`config.mk`:
```
export PLATFORM = sky130hd
export DESIGN_NAME = keypad_scanner_n
export DESIGN_NICKNAME = d
export VERILOG_FILES = /design/src/rtl/keypad_pkg.sv /design/src/rtl/keypad_event_fifo.sv /design/src/rtl/keypad_scanner_n.sv
export SDC_FILE = /design/constraint.sdc
export NUM_CORES = 1
export LEC_CHECK = 0
export BUFFER_PORTS_ARGS = -buffer_cell sky130_fd_sc_hd__buf_2
export CORE_UTILIZATION = 30
export DETAILED_ROUTE_END_ITERATION = 8
export HOLD_SLACK_MARGIN = 0.02
export PLACE_DENSITY = 0.54
export SYNTH_ARGS = -nofsm -noshare
export SYNTH_HDL_FRONTEND = slang
export SYNTH_HIERARCHICAL = 1
export SYNTH_SLANG_ARGS = --single-unit
```
`constraint.sdc`:
```
create_clock -name clk -period 7.3 [get_ports clk]
set_input_delay 1.46 -clock clk [delete_from_list [all_inputs] [get_ports clk]]
set_output_delay 1.46 -clock clk [all_outputs]
set_load 0.005 [all_outputs]
```
`src/rtl/keypad_pkg.sv`:
```
// Shared types and width helpers for the parametrised keypad scanner.
// Used by keypad_event_fifo and keypad_scanner_n.
package keypad_pkg;

  localparam int CODE_W_MAX = 16;

  typedef struct packed {
    logic [CODE_W_MAX-1:0] code;
    logic                  press;
  } key_event_t;

  function automatic int key_idx_w(input int rows, input int cols);
    return (rows * cols <= 2) ? 1 : $clog2(rows * cols);
  endfunction

  // Counter holds 0..DEBOUNCE-1; the terminal sample toggles instead of counting.
  function automatic int deb_cnt_w(input int debounce);
    return (debounce <= 2) ? 1 : $clog2(debounce);
  endfunction

endpackage

```
`src/rtl/keypad_event_fifo.sv`:
```
// Synchronous key-event FIFO with a valid/ready read side and a full flag.
// Push and pop in the same cycle are accepted at any occupancy, including full.
module keypad_event_fifo
  import keypad_pkg::*;
#(
  parameter int FIFO_DEPTH = 8
) (
  input  logic       clk,
  input  logic       rst,
  input  logic       push,
  input  key_event_t push_data,
  output logic       full,
  output logic       valid,
  input  logic       ready,
  output key_event_t data
);

  localparam int AW = $clog2(FIFO_DEPTH);

  key_event_t     mem [FIFO_DEPTH];
  logic [AW-1:0]  rd_ptr;
  logic [AW-1:0]  wr_ptr;
  logic [AW:0]    count;
  logic           pop;
  logic           wr_en;

  assign valid = (count != '0);
  assign full  = (count == (AW + 1)'(FIFO_DEPTH));
  assign pop   = valid && ready;
  assign wr_en = push && (!full || pop);
  assign data  = mem[rd_ptr];

  // NOTE: storage is not reset; count gates every read, so stale entries are never visible.
  always_ff @(posedge clk) begin
    if (wr_en) mem[wr_ptr] <= push_data;
  end

  // NOTE: sequential state uses non-blocking assignments so every flop sees pre-edge values.
  always_ff @(posedge clk) begin
    if (rst) begin
      rd_ptr <= '0;
      wr_ptr <= '0;
      count  <= '0;
    end else begin
      if (wr_en) wr_ptr <= wr_ptr + AW'(1);
      if (pop)   rd_ptr <= rd_ptr + AW'(1);
      case ({wr_en, pop})
        2'b10:   count <= count + (AW + 1)'(1);
        2'b01:   count <= count - (AW + 1)'(1);
        default: count <= count;
      endcase
    end
  end

endmodule

```
`src/rtl/keypad_scanner_n.sv`:
```
// ROWS x COLS matrix keypad scanner: divider, column rotation, per-key debounce and
// press/release event emitter. Define KEYPAD_SYNC2_EN to add a 2-flop row synchronizer.
module keypad_scanner_n
  import keypad_pkg::*;
#(
  parameter int ROWS       = 4,
  parameter int COLS       = 4,
  parameter int SCAN_DIV   = 300_000,
  parameter int DEBOUNCE   = 3,
  parameter int FIFO_DEPTH = 8
) (
  input  logic                             clk,
  input  logic                             rst,
  output logic [COLS-1:0]                  col,
  input  logic [ROWS-1:0]                  row,
  output logic                             scan,
  output logic [ROWS*COLS-1:0]             keys,
  output logic                             ev_valid,
  input  logic                             ev_ready,
  output logic [key_idx_w(ROWS,COLS)-1:0]  ev_code,
  output logic                             ev_press,
  output logic                             overflow
);

  localparam int NK  = ROWS * COLS;
  localparam int KW  = key_idx_w(ROWS, COLS);
  localparam int CW  = deb_cnt_w(DEBOUNCE);
  localparam int DW  = $clog2(SCAN_DIV);
  localparam int CIW = $clog2(COLS);
  localparam logic [CW-1:0]   DEB_LAST = CW'(DEBOUNCE - 1);
  localparam logic [COLS-1:0] COL_RST  = ~COLS'(1);

  logic [DW-1:0]   div;
  logic [CIW-1:0]  col_idx;
  logic [CW-1:0]   cnt [NK];
  logic [NK-1:0]   pending;
  logic [ROWS-1:0] row_s;
  logic [ROWS-1:0] raw;
  logic [NK-1:0]   arb_mask;
  logic [KW-1:0]   arb_idx;
  logic            push;
  logic            pop;
  logic            fifo_full;
  key_event_t      push_ev;
  key_event_t      pop_ev;
  logic            unused_code_hi;

`ifdef KEYPAD_SYNC2_EN
  logic [ROWS-1:0] row_q1;
  logic [ROWS-1:0] row_q2;

  always_ff @(posedge clk) begin
    if (rst) begin
      row_q1 <= '1;
      row_q2 <= '1;
    end else begin
      row_q1 <= row;
      row_q2 <= row_q1;
    end
  end

  assign row_s = row_q2;
`else
  assign row_s = row;
`endif

  assign raw  = ~row_s;
  assign scan = (div == DW'(SCAN_DIV - 1));

  // Lowest-index pending key wins; two's complement isolates its bit.
  assign arb_mask = pending & (~pending + NK'(1));
  assign push     = |pending;

  // NOTE: every variable written here gets a default first, so no latch is inferred.
  always_comb begin
    arb_idx = '0;
    for (int i = NK - 1; i >= 0; i--) begin
      if (pending[i]) arb_idx = KW'(i);
    end
  end

  always_comb begin
    push_ev       = '0;
    push_ev.code  = CODE_W_MAX'(arb_idx);
    push_ev.press = keys[arb_idx];
  end

  always_ff @(posedge clk) begin
    if (rst) begin
      div      <= '0;
      col      <= COL_RST;
      col_idx  <= '0;
      keys     <= '0;
      pending  <= '0;
      overflow <= 1'b0;
      for (int i = 0; i < NK; i++) cnt[i] <= '0;
    end else begin
      div     <= scan ? '0 : div + DW'(1);
      pending <= pending & ~arb_mask;
      if (push && fifo_full && !pop) overflow <= 1'b1;
      if (scan) begin
        col     <= {col[COLS-2:0], col[COLS-1]};
        col_idx <= (col_idx == CIW'(COLS - 1)) ? '0 : col_idx + CIW'(1);
        for (int r = 0; r < ROWS; r++) begin
          for (int c = 0; c < COLS; c++) begin
            if (CIW'(c) == col_idx) begin
              if (raw[r] != keys[r*COLS+c]) begin
                if (cnt[r*COLS+c] == DEB_LAST) begin
                  keys[r*COLS+c]    <= ~keys[r*COLS+c];
                  cnt[r*COLS+c]     <= '0;
                  pending[r*COLS+c] <= 1'b1;
                end else begin
                  cnt[r*COLS+c] <= cnt[r*COLS+c] + CW'(1);
                end
              end else begin
                cnt[r*COLS+c] <= '0;
              end
            end
          end
        end
      end
    end
  end

  assign pop = ev_valid && ev_ready;

  keypad_event_fifo #(
    .FIFO_DEPTH(FIFO_DEPTH)
  ) u_fifo (
    .clk      (clk),
    .rst      (rst),
    .push     (push),
    .push_data(push_ev),
    .full     (fifo_full),
    .valid    (ev_valid),
    .ready    (ev_ready),
    .data     (pop_ev)
  );

  assign ev_code        = pop_ev.code[KW-1:0];
  assign ev_press       = pop_ev.press;
  assign unused_code_hi = ^pop_ev.code;

endmodule

```
Word-level counts from Yosys, hierarchy flattened
Memories as Yosys holds them, arrays and structs flattened. A register that Yosys moved wholly into a read port is not among the register bits. Index checks and enable logic that the tools add are counted.

Logic and storage cells: 582. Register bits after elaboration: 68. RAM bits: 72. Memories kept: 2. Output and inout port bits: 28.

Memory list: u_fifo.mem (depth 8, bits a word 5, rd ports 1, clocked after memory_dff 1, wr ports 1, RTL line keypad_event_fifo.sv:20) `key_event_t mem [FIFO_DEPTH];`; cnt (depth 16, bits a word 2, rd ports 16, clocked after memory_dff 0, wr ports 16, RTL line keypad_scanner_n.sv:35) `logic [CW-1:0] cnt [NK];`.

$lt $le $gt $ge: 1. $add $sub $neg: 23. Bitwise operators: 69. Reduce and logical (&&, ||, !) cells: 28. Equality and inequality tests: 40. Muxes and demuxes: 395.

Operator list (number): two-way mux 1 bit (325); two-way mux 2 bit (49); two-way mux 4 bit (16); AND reduction 4 bit (16); OR 1 bit (48); == test 2 bit (second input constant) (18); adder 2 x 1 -> 2 bit (second input constant) (17); bitwise AND 16 bit (2); inverter 16 bit (2); adder 19 x 1 -> 19 bit (second input constant) (1); == test 19 bit (second input constant) (1); adder 16 x 1 -> 16 bit (second input constant) (1); two-way mux 16 bit (1); != test 1 bit (16); inverter 1 bit (16); OR reduction 16 bit (1); one-hot mux 4 bit (2 select lines) (1); adder 3 x 1 -> 3 bit (second input constant) (2); two-way mux 3 bit (2); less-than comparator 4 x 5 -> 1 bit (second input constant) (1); adder 4 x 1 -> 4 bit (second input constant) (1); binary-select mux 1 bit (select 4 bit) (1); == test 2 bit (first input constant) (2); == test 4 bit (second input constant) (1); 11 further kinds (15).

Longest topological paths before layout
Gate-level depths: netlist of run 1.

Depth in word-level cells: 18. Depth in mapped cells: 11. Depth with buffers taken out: 9.

Modules after synthesis
The synthesis of run 1 kept the hierarchy.

Modules (own cells, without submodules): keypad_event_fifo (cells an instance 279, area an instance 5944.5 sq um, sequential area each 4344.2 sq um, instances 1); keypad_scanner_n (cells an instance 454, area an instance 4513.1 sq um, sequential area each 2122.0 sq um, instances 1).

Least setup slack after synthesis of run 1
No wires, ideal clock.

Path kind: input port to flip-flop. Start: in ev_ready. End: mem u_fifo/mem[0][0] (netlist bit), enable pin. Setup slack: 3.720 ns. Data arrival time: 3.167 ns. Path buffers: 0. Stages on the path: 4. Data required time: 6.887 ns. Cell sequence: nand2b_1 -> o21ai_1 -> or2_1 -> nor3_1.

Longest elaborated chain between the ends: 5.

RTL lines: start: declaration (RTL line keypad_scanner_n.sv:19) `input logic ev_ready,`; logical AND 1 bit (RTL line keypad_event_fifo.sv:29) `assign pop = valid && ready;`; logical OR 1 bit (RTL line keypad_event_fifo.sv:30) `assign wr_en = push && (!full || pop);`; logical AND 1 bit (RTL line keypad_event_fifo.sv:30); two-way mux 1 bit (RTL line keypad_event_fifo.sv:35) `if (wr_en) mem[wr_ptr] <= push_data;`; two-way mux 1 bit (implied by the code) (RTL line keypad_event_fifo.sv:35); end: declaration (RTL line keypad_event_fifo.sv:20).

Every way passes these cells.

==> results.ini, run 1 <==
[outcome]
status=finished, final reports clean

[layout]
area_growth_pct=14.5
fillers=2156
register_area_mm2=0.00358
multi_input_area_mm2=0.00292
drive_gt1_frac=0.145
final_cells=913
nNetsFinal=653
antenna_cells=0

[floorplanning]
start_util=0.309
io_pins=35
fp.dieW_um=153
die_area_mm2=0.0233
rows=54
die_h_um=153
core_mm2=0.0220

[power_and_ir_drop]
fin_total_pwr_mw=1.99
sw_frac_of_total=0.235
p_sw_uw=467
clkPwrFrac=0.474
internal-power_mw=1.52
peakVddDrop_mv=0.160
leakagePower_nw=2.97
combinationalPowerShare=0.082
seqPwrFrac=0.444
power_density_mw_per_mm2=255

[timing]
drv_slew=0
fmax_mhz=279
max-slew-margin-rel=0.410
skew_ns=0.0148
finalSetupViolCount=0
period_minus_slack_ns=3.59
finalHoldViolCount=0
max_slew.worst_pin.slew_ns=0.880
timing.final.crit_share=0.491
fin_tns_setup_ns=0
fin_hold_ws_ns=0.468
rsz0062_at_grt=no

[setup_path]
r2r_cells=9
crit_family=multiplexers
end_kind=output pin
crit_arrival_ns=2.13
endpoint=ev_press
timing.rr.end=u_fifo/count[3]
cp_num_cells=3
cp-start-kind=register
timing.rr.start=pending[2]
r2r_setup_slack_ns=4.11
crit_buf_inv=1
crit_path_max_fanout=10
max_stage_delay_ns=0.68
required_ns=5.84
critPathKind=register to output pin
critPathSlowestCell=dfxtp_1
path_cells=mux4_1, mux2_2, buf_2

[clock_tree]
hold_buffers=0
cts_buffer_depth=2
clkSinkCount=143
cts-root-buf=clkbuf_16
postCtsSetupBuffers=0
cts_resized=0
numCtsBuffers=17
cts_max_level=4
clk_pin_slew_ns=0.06
clock_latency_ns=0.42
cts_tree=built

[placement]
dp.cells=881
hpwlAfterDp_um=9680
routabilityCongestion=0.780
io_buffers=34

[grt]
grt_max_degree=79
antenna_found_initial=0
grt_overflow_total=0
grt_pass1_vias=4554
grt_pass1_wl_um=23300
grt_use_total=0.128

[hold_path]
min_path_type=register to register

[synthesis]
syn_area_mm2=0.00680
synth_warnings=6
avgSynthCellArea_um2=11.4
synthCells=597
syn_nets=630

[detailed_routing]
drc=0
ant_nets=0
drt_iter0_drc=290
post_drt_wl_per_cell_um=15.2
num_vias=4534
wirelength_um=13900
via_per_inst=4.97
first_pass_iters=7

[flow_run]
drv_cap=0

## power by group through the flow
stage / clock network (mW) / logic (mW) / registers, mW
after floorplan: 0 / 0.146 / 0.887
after global placement: 0 / 0.161 / 0.898
after detailed placement: 0 / 0.166 / 0.899
after CTS: 0.963 / 0.166 / 0.882
after global routing: 0.999 / 0.187 / 0.886
final: 0.942 / 0.164 / 0.882
## final cells by class
class / count / share of cell area
Timing Repair Buffer: 36 / 0.0238
Inverter: 30 / 0.0144
Tap cell: 280 / 0.0450
Clock inverter: 14 / 0.0263
Clock buffer: 18 / 0.0563
Multi-Input combinational cell: 392 / 0.374
Sequential cell: 143 / 0.460
## metrics by stage
step                      worst slack [ns]   util  area [µm²]
after floorplan                       4.44      -        6800
after global placement                4.12  0.325        7150
after detailed placement              4.02  0.325        7150
after CTS                             3.65  0.354        7790
after global routing                  3.57  0.354        7790
final                                 3.71  0.354        7790
## flip-flops by register name (all words and copies together) (netlist names), named ones only
signal and cells:
u_fifo/mem 40, cnt 32, u_fifo/count 4, keys 16, col_idx 2, pending 16, u_fifo/wr_ptr 3, u_fifo/rd_ptr 3
col 4, overflow 1, div 19
## metal layers
metal	vias to the layer above	part of all wire	GRT usage
met2	93	0.47	0.200
met3	11	0.041	0.0364
met1	2212	0.48	0.165
li1	2218	-	-
met4	0	0.011	0.0510
met5	-	0	0
## how the worst min path moves through the flow
stage | slack [ns] | from | cells past startpoint | endpoint
after detailed placement | 0.46 | div[0] | 1 | div[0]
after global placement | 0.44 | div[0] | 1 | div[0]
final | 0.47 | div[0] | 1 | div[0]
after floorplan | 0.43 | div[0] | 1 | div[0]
after global routing | 0.52 | div[0] | 1 | div[0]
after CTS | 0.47 | div[0] | 1 | div[0]
## layout by cell type (no fill, tap or decap), types with 18 or more instances in the layout
cell type	instances
nor2_1	83
nand2b_1	20
a21oi_1	29
inv_1	30
ha_1	25
xor2_1	24
edfxtp_1	72
mux2i_1	18
buf_2	34
dfxtp_1	71
## worst reg2reg max path, delay by kind of cell (launching register included)
kind,cells,cell delay [ns]
compound gates,3,0.57
simple gates,4,1.83
buf+inv,1,0.09
flops,1,0.37
fa+ha+maj,1,0.27
No activity file was read; power rests on OpenSTA's default activity.
==> run 2, diff against run 1 <==
--- a/config.mk
+++ b/config.mk
@@ -9,7 +9,7 @@
 export CORE_UTILIZATION = 30
 export DETAILED_ROUTE_END_ITERATION = 8
 export HOLD_SLACK_MARGIN = 0.02
-export PLACE_DENSITY = 0.54
+export PLACE_DENSITY = 0.56
 export SYNTH_ARGS = -nofsm -noshare
 export SYNTH_HDL_FRONTEND = slang
 export SYNTH_HIERARCHICAL = 1
==> constraint.sdc (replaced) <==
create_clock -name clk -period 2.9 [get_ports clk]
set_input_delay 0.58 -clock clk [delete_from_list [all_inputs] [get_ports clk]]
set_output_delay 0.58 -clock clk [all_outputs]
set_load 0.005 [all_outputs]
==> run 2 against run 1 <==
- combinational power rose to 2.6 times the previous value
- worst hold slack improved by 0.0039 ns
- non-clock buffer count rose by 7
- clock power rose by 130%
- clock-buffer cell count did not move
- worst setup slack got worse by 3.5 ns
- sequential share of layout area barely moved
- utilization barely moved
- die area did not move
- global-route usage fell by 0.32 points
- wire length fell by 1.5%
- final cell count rose by 0.77%
- largest cell class unchanged
- largest power group is now sequential cells
==> results.ini, run 2 (synthesis results as in run 1) <==
[power_and_ir_drop]
p_sw_mw=1.17  ; was 467 µW
power_density_mw_per_mm2=617  ; was 255 mW/mm²
peakVddDrop_mv=0.420  ; was 0.160 mV
leakagePower_nw=2.99  ; was 2.97 nW
clkPwrFrac=0.451  ; was 0.474
combinationalPowerShare=0.089  ; was 0.082
sw_frac_of_total=0.243  ; was 0.235
internal-power_mw=3.64  ; was 1.52 mW
seqPwrFrac=0.460  ; was 0.444

[floorplanning]
die_area_mm2=0.0233  ; unchanged
fp.dieW_um=153  ; unchanged
start_util=0.309  ; unchanged
die_h_um=153  ; unchanged
io_pins=35  ; unchanged
rows=54  ; unchanged
core_mm2=0.0220  ; unchanged

[timing]
drv_slew=0  ; unchanged
fmax_mhz=372
max-slew-margin-rel=0.445  ; was 0.410
timing.final.crit_share=0.927
skew_ns=0.00768  ; was 0.0148 ns
fin_tns_setup_ns=0  ; unchanged
finalSetupViolCount=0  ; unchanged
finalHoldViolCount=0  ; unchanged
rsz0062_at_grt=no  ; unchanged
max_slew.worst_pin.slew_ns=0.826  ; was 0.880 ns
period_minus_slack_ns=2.69

[detailed_routing]
first_pass_iters=6  ; was 7
post_drt_wl_per_cell_um=14.9  ; was 15.2 µm
wirelength_um=13700  ; was 13900 µm
via_per_inst=4.78  ; was 4.97
num_vias=4400  ; was 4534
drt_iter0_drc=267  ; was 290
drc=0  ; unchanged
ant_nets=0  ; unchanged

[grt]
grt_max_degree=41  ; was 79
antenna_found_initial=0  ; unchanged
grt_pass1_wl_um=22700  ; was 23300 µm
grt_pass1_vias=4293  ; was 4554
grt_use_total=0.124  ; was 0.128
grt_overflow_total=0  ; unchanged

[clock_tree]
cts_max_level=4  ; unchanged
clk_pin_slew_ns=0.06  ; about the same
hold_buffers=0  ; unchanged
cts_buffer_depth=2  ; unchanged
cts-root-buf=clkbuf_16  ; unchanged
cts_resized=0  ; unchanged
numCtsBuffers=17  ; unchanged
postCtsSetupBuffers=0  ; unchanged
cts_tree=built  ; unchanged
clkSinkCount=143  ; unchanged
clock_latency_ns=0.42  ; about the same

[placement]
routabilityCongestion=0.767  ; was 0.780
hpwlAfterDp_um=9720  ; was 9680 µm
io_buffers=34  ; unchanged
dp.cells=888  ; was 881

[outcome]
status=finished, final reports clean  ; unchanged

[layout]
final_cell_mix=nor2_1, edfxtp_1, dfxtp_1, buf_2, inv_1  ; unchanged
nNetsFinal=660  ; was 653
regMostFlops=u_fifo/mem  ; unchanged
area_growth_pct=14.4  ; was 14.5%
antenna_cells=0  ; unchanged
drive_gt1_frac=0.152  ; was 0.145
register_area_mm2=0.00358  ; unchanged
final_cells=920  ; was 913
largest_reg_flops=40  ; unchanged
multi_input_area_mm2=0.00292  ; unchanged
fillers=2233  ; was 2156
top_regs=u_fifo/mem x40, cnt x32, div x19  ; unchanged
final_common_cell=nor2_1  ; unchanged

[setup_path]
crit_arrival_ns=2.11  ; was 2.13 ns
path_cells=buf_4, mux4_1, mux2_2, buf_2  ; was mux4_1, mux2_2, buf_2
required_ns=2.32  ; was 5.84 ns
crit_path_max_fanout=6  ; was 10
critPathKind=register to output pin  ; unchanged
cp-start-kind=register  ; unchanged
timing.rr.end=u_fifo/count[3]  ; unchanged
r2r_setup_slack_ns=0.35  ; was 4.11 ns
end_kind=output pin  ; unchanged
crit_buf_inv=2  ; was 1
max_stage_delay_ns=0.56  ; was 0.68 ns
timing.rr.start=pending[2]  ; unchanged
critPathSlowestCell=mux4_1  ; was dfxtp_1
crit_family=multiplexers  ; unchanged
r2r_cells=9  ; unchanged

[hold_path]
hold_path.startpoint=div[0]  ; unchanged
hold_depth=1  ; unchanged
whs_endpoint=div[0]  ; unchanged
min_path_type=register to register  ; unchanged

[flow_run]
drv_cap=0  ; unchanged

run 2: changes by cell type in the layout (fill, tap and decap cells not counted):
cell       before  now
buf_4           2    9
clkbuf_8        1    0
bufinv_16       4    2
clkinv_2        0    2
inv_8           0    2
clkinv_4        4    1
clkbuf_1        0    1
clkinv_1        0    1
run 2: final cells by class:
type	count	share of cell area
Clock buffer	18	0.0551
Clock inverter	14	0.0199
Inverter	30	0.0145
Multi-Input combinational cell	392	0.375
Sequential cell	143	0.460
Tap cell	280	0.0450
Timing Repair Buffer	43	0.0305
run 2: power groups by stage:
stage	Clock, mW	Combinational (mW)	Sequential (mW)
3_5_place_dp	0	0.434	2.26
2_1_floorplan	0	0.368	2.23
4_1_cts	2.22	0.438	2.21
3_3_place_gp	0	0.424	2.25
5_1_grt	2.31	0.480	2.22
6_report	2.17	0.427	2.21
run 2: metal layers:
layer	up-vias	part of all wire	global-route usage
met5	-	0	0
met4	0	0.0099	0.0418
met3	11	0.026	0.0321
met2	55	0.47	0.198
met1	2098	0.49	0.164
li1	2236	-	-
run 2: worst max-delay path by stage:
stage	endpoint	slack (ns)	cells after the start
after floorplan	u_fifo/count[3]	0.36	11
after global placement	u_fifo/count[3]	0.36	9
after detailed placement	u_fifo/count[3]	0.30	9
after CTS	ev_code[2]	0.16	4
after global routing	u_fifo/count[3]	0.03	9
final	ev_code[2]	0.21	4
run 2: through the flow:
| step | power (mW) | hold slack (ns) | utilization | area (µm²) | worst slack [ns] |
|---|---|---|---|---|---|
| CTS | 4.87 | 0.470 | 0.353 | 7790 | 0.155 |
| finish | 4.81 | 0.472 | 0.353 | 7790 | 0.213 |
| global route | 5.01 | 0.479 | 0.353 | 7790 | 0.0267 |
| floorplan | 2.60 | 0.431 | - | 6800 | 0.358 |
| detailed placement | 2.69 | 0.455 | 0.327 | 7200 | 0.303 |
| global placement | 2.68 | 0.448 | 0.327 | 7200 | 0.361 |
==> run 3, diff against run 2 <==
--- a/config.mk
+++ b/config.mk
@@ -5,7 +5,7 @@
 export SDC_FILE = /design/constraint.sdc
 export NUM_CORES = 1
 export LEC_CHECK = 0
-export BUFFER_PORTS_ARGS = -buffer_cell sky130_fd_sc_hd__buf_2
+export BUFFER_PORTS_ARGS = -buffer_cell sky130_fd_sc_hd__buf_4
 export CORE_UTILIZATION = 30
 export DETAILED_ROUTE_END_ITERATION = 8
 export HOLD_SLACK_MARGIN = 0.02
==> run 3 against run 2 <==
- register-to-register slack got worse by 0.11 ns
- total power increased by 3.8%
- critical path type is now register to register
- global-route usage increased by 0.49 points
- critical endpoint is now u_fifo/count[3]
- cell area increased by 1.5%
- the flow now finishes with violations (DRC)
==> results.ini, run 3 (synthesis results as in run 1) <==
[clock_tree]
postCtsSetupBuffers=0  ; unchanged
cts_max_level=4  ; unchanged
clk_pin_slew_ns=0.07  ; was 0.06 ns
clkSinkCount=143  ; unchanged
cts_tree=built  ; unchanged
clock_latency_ns=0.42  ; about the same
cts-root-buf=clkbuf_16  ; unchanged
cts_buffer_depth=2  ; unchanged
numCtsBuffers=17  ; unchanged

[setup_path]
crit_arrival_ns=3.01  ; was 2.11 ns
end_kind=register  ; was output pin
required_ns=3.25  ; was 2.32 ns
critPathKind=register to register  ; was register to output pin
r2r_cells=9  ; unchanged
cp-start-kind=register  ; unchanged
r2r_setup_slack_ns=0.24  ; was 0.35 ns
crit_path_max_fanout=7  ; was 6

[detailed_routing]
ant_nets=0  ; unchanged
drt_iter0_drc=277  ; was 267
via_per_inst=4.89  ; was 4.78
first_pass_iters=8  ; was 6
drc=2  ; was 0
wirelength_um=14200  ; was 13700 µm
post_drt_wl_per_cell_um=15.5  ; was 14.9 µm
num_vias=4484  ; was 4400

[layout]
top_regs=u_fifo/mem x40, cnt x32, div x19  ; unchanged
fillers=2174  ; was 2233
multi_input_area_mm2=0.00292  ; about the same
finish.utilization=0.359  ; was 0.353
drive_gt1_frac=0.152  ; about the same
antenna_cells=0  ; unchanged
regMostFlops=u_fifo/mem  ; unchanged
nNetsFinal=657  ; was 660
largest_reg_flops=40  ; unchanged
register_area_mm2=0.00358  ; about the same
area_growth_pct=16.1  ; was 14.4%
final_cell_mix=nor2_1, edfxtp_1, dfxtp_1, buf_4, inv_1  ; was nor2_1, edfxtp_1, dfxtp_1, buf_2, inv_1
final_common_cell=nor2_1  ; unchanged

[timing]
max_slew.worst_pin.slew_ns=0.883  ; was 0.826 ns
fmax_mhz=376  ; was 372 MHz
finalHoldViolCount=0  ; unchanged
skew_ns=0.00960  ; was 0.00768 ns
drv_slew=0  ; unchanged
max-slew-margin-rel=0.407  ; was 0.445
timing.final.crit_share=0.917  ; was 0.927
finalSetupViolCount=0  ; unchanged
fin_tns_setup_ns=0  ; unchanged
rsz0062_at_grt=no  ; unchanged
fin_ws_ns=0.240  ; was 0.213 ns
fin_hold_ws_ns=0.470  ; was 0.472 ns
period_minus_slack_ns=2.66  ; was 2.69 ns

[placement]
routabilityCongestion=0.830  ; was 0.767
io_buffers=34  ; unchanged
place_ws_ns=0.158  ; was 0.303 ns
hpwlAfterDp_um=9960  ; was 9720 µm

[floorplanning]
core_mm2=0.0220  ; unchanged
die_h_um=153  ; unchanged
fp.dieW_um=153  ; unchanged
die_area_mm2=0.0233  ; unchanged
io_pins=35  ; unchanged
rows=54  ; unchanged
start_util=0.309  ; unchanged

[grt]
grt_pass1_wl_um=23400  ; was 22700 µm
grt_overflow_total=0  ; unchanged
grt_max_degree=65  ; was 41
grt_use_total=0.129  ; was 0.124
grt_pass1_vias=4507  ; was 4293
antenna_found_initial=0  ; unchanged

[flow_run]
drv_cap=0  ; unchanged

[hold_path]
hold_depth=2  ; was 1
min_path_type=input port to register  ; was register to register

[power_and_ir_drop]
power_density_mw_per_mm2=632  ; was 617 mW/mm²
leakagePower_nw=3.00  ; was 2.99 nW
peakVddDrop_mv=0.429  ; was 0.420 mV
fin_total_pwr_mw=4.99  ; was 4.81 mW

[outcome]
status=complete, but fails checks  ; was finished, final reports clean
violations=DRC

-- run 3: power by group --
group,total [mW],switching (mW),internal (mW)
Combinational,0.434,0.223,0.210
Sequential,2.22,0.0656,2.16
Clock,2.34,0.882,1.45
Total,4.99,1.17,3.82
-- run 3: critical path: stages (launching register included) --
cell and delay, ns:
dfxtp_1 0.37, nor4_1 0.46, nand4_1 0.22, or2_2 0.38, inv_1 0.10, ha_1 0.27
a21oi_1 0.31, nor4bb_1 0.26, o21bai_1 0.11, a31oi_1 0.12
-- run 3: timing repair --
item,4_1_cts,5_1_grt
gates resized for setup,0,2
hold buffers,0,0
endpoints found under the setup margin,0,9
-- run 3: final timing paths --
check,startpoint,endpoint
min,row[0],keys[3]
min reg2reg,overflow,overflow
max,pending[2],u_fifo/count[3]
max reg2reg,pending[2],u_fifo/count[3]
-- run 3: final cells by class --
cell class,count,area share
sequential,143,0.454
multi-input combinational,392,0.370
clock buffer,17,0.0538
tap,280,0.0443
timing repair buffer,40,0.0380
clock inverter,15,0.0261
inverter,30,0.0143
-- run 3: stage by stage --
step | instances | cell area (µm²)
final | 917 | 7900
after global routing | 917 | 7900
after CTS | 917 | 7900
after detailed placement | 885 | 7260
after global placement | 885 | 7260
after floorplan | 597 | 6800
-- run 3: layer usage --
metal	track usage	part of all wire
met1	0.164	0.45
met2	0.213	0.50
met3	0.0301	0.034
met4	0.0505	0.012
met5	0	0
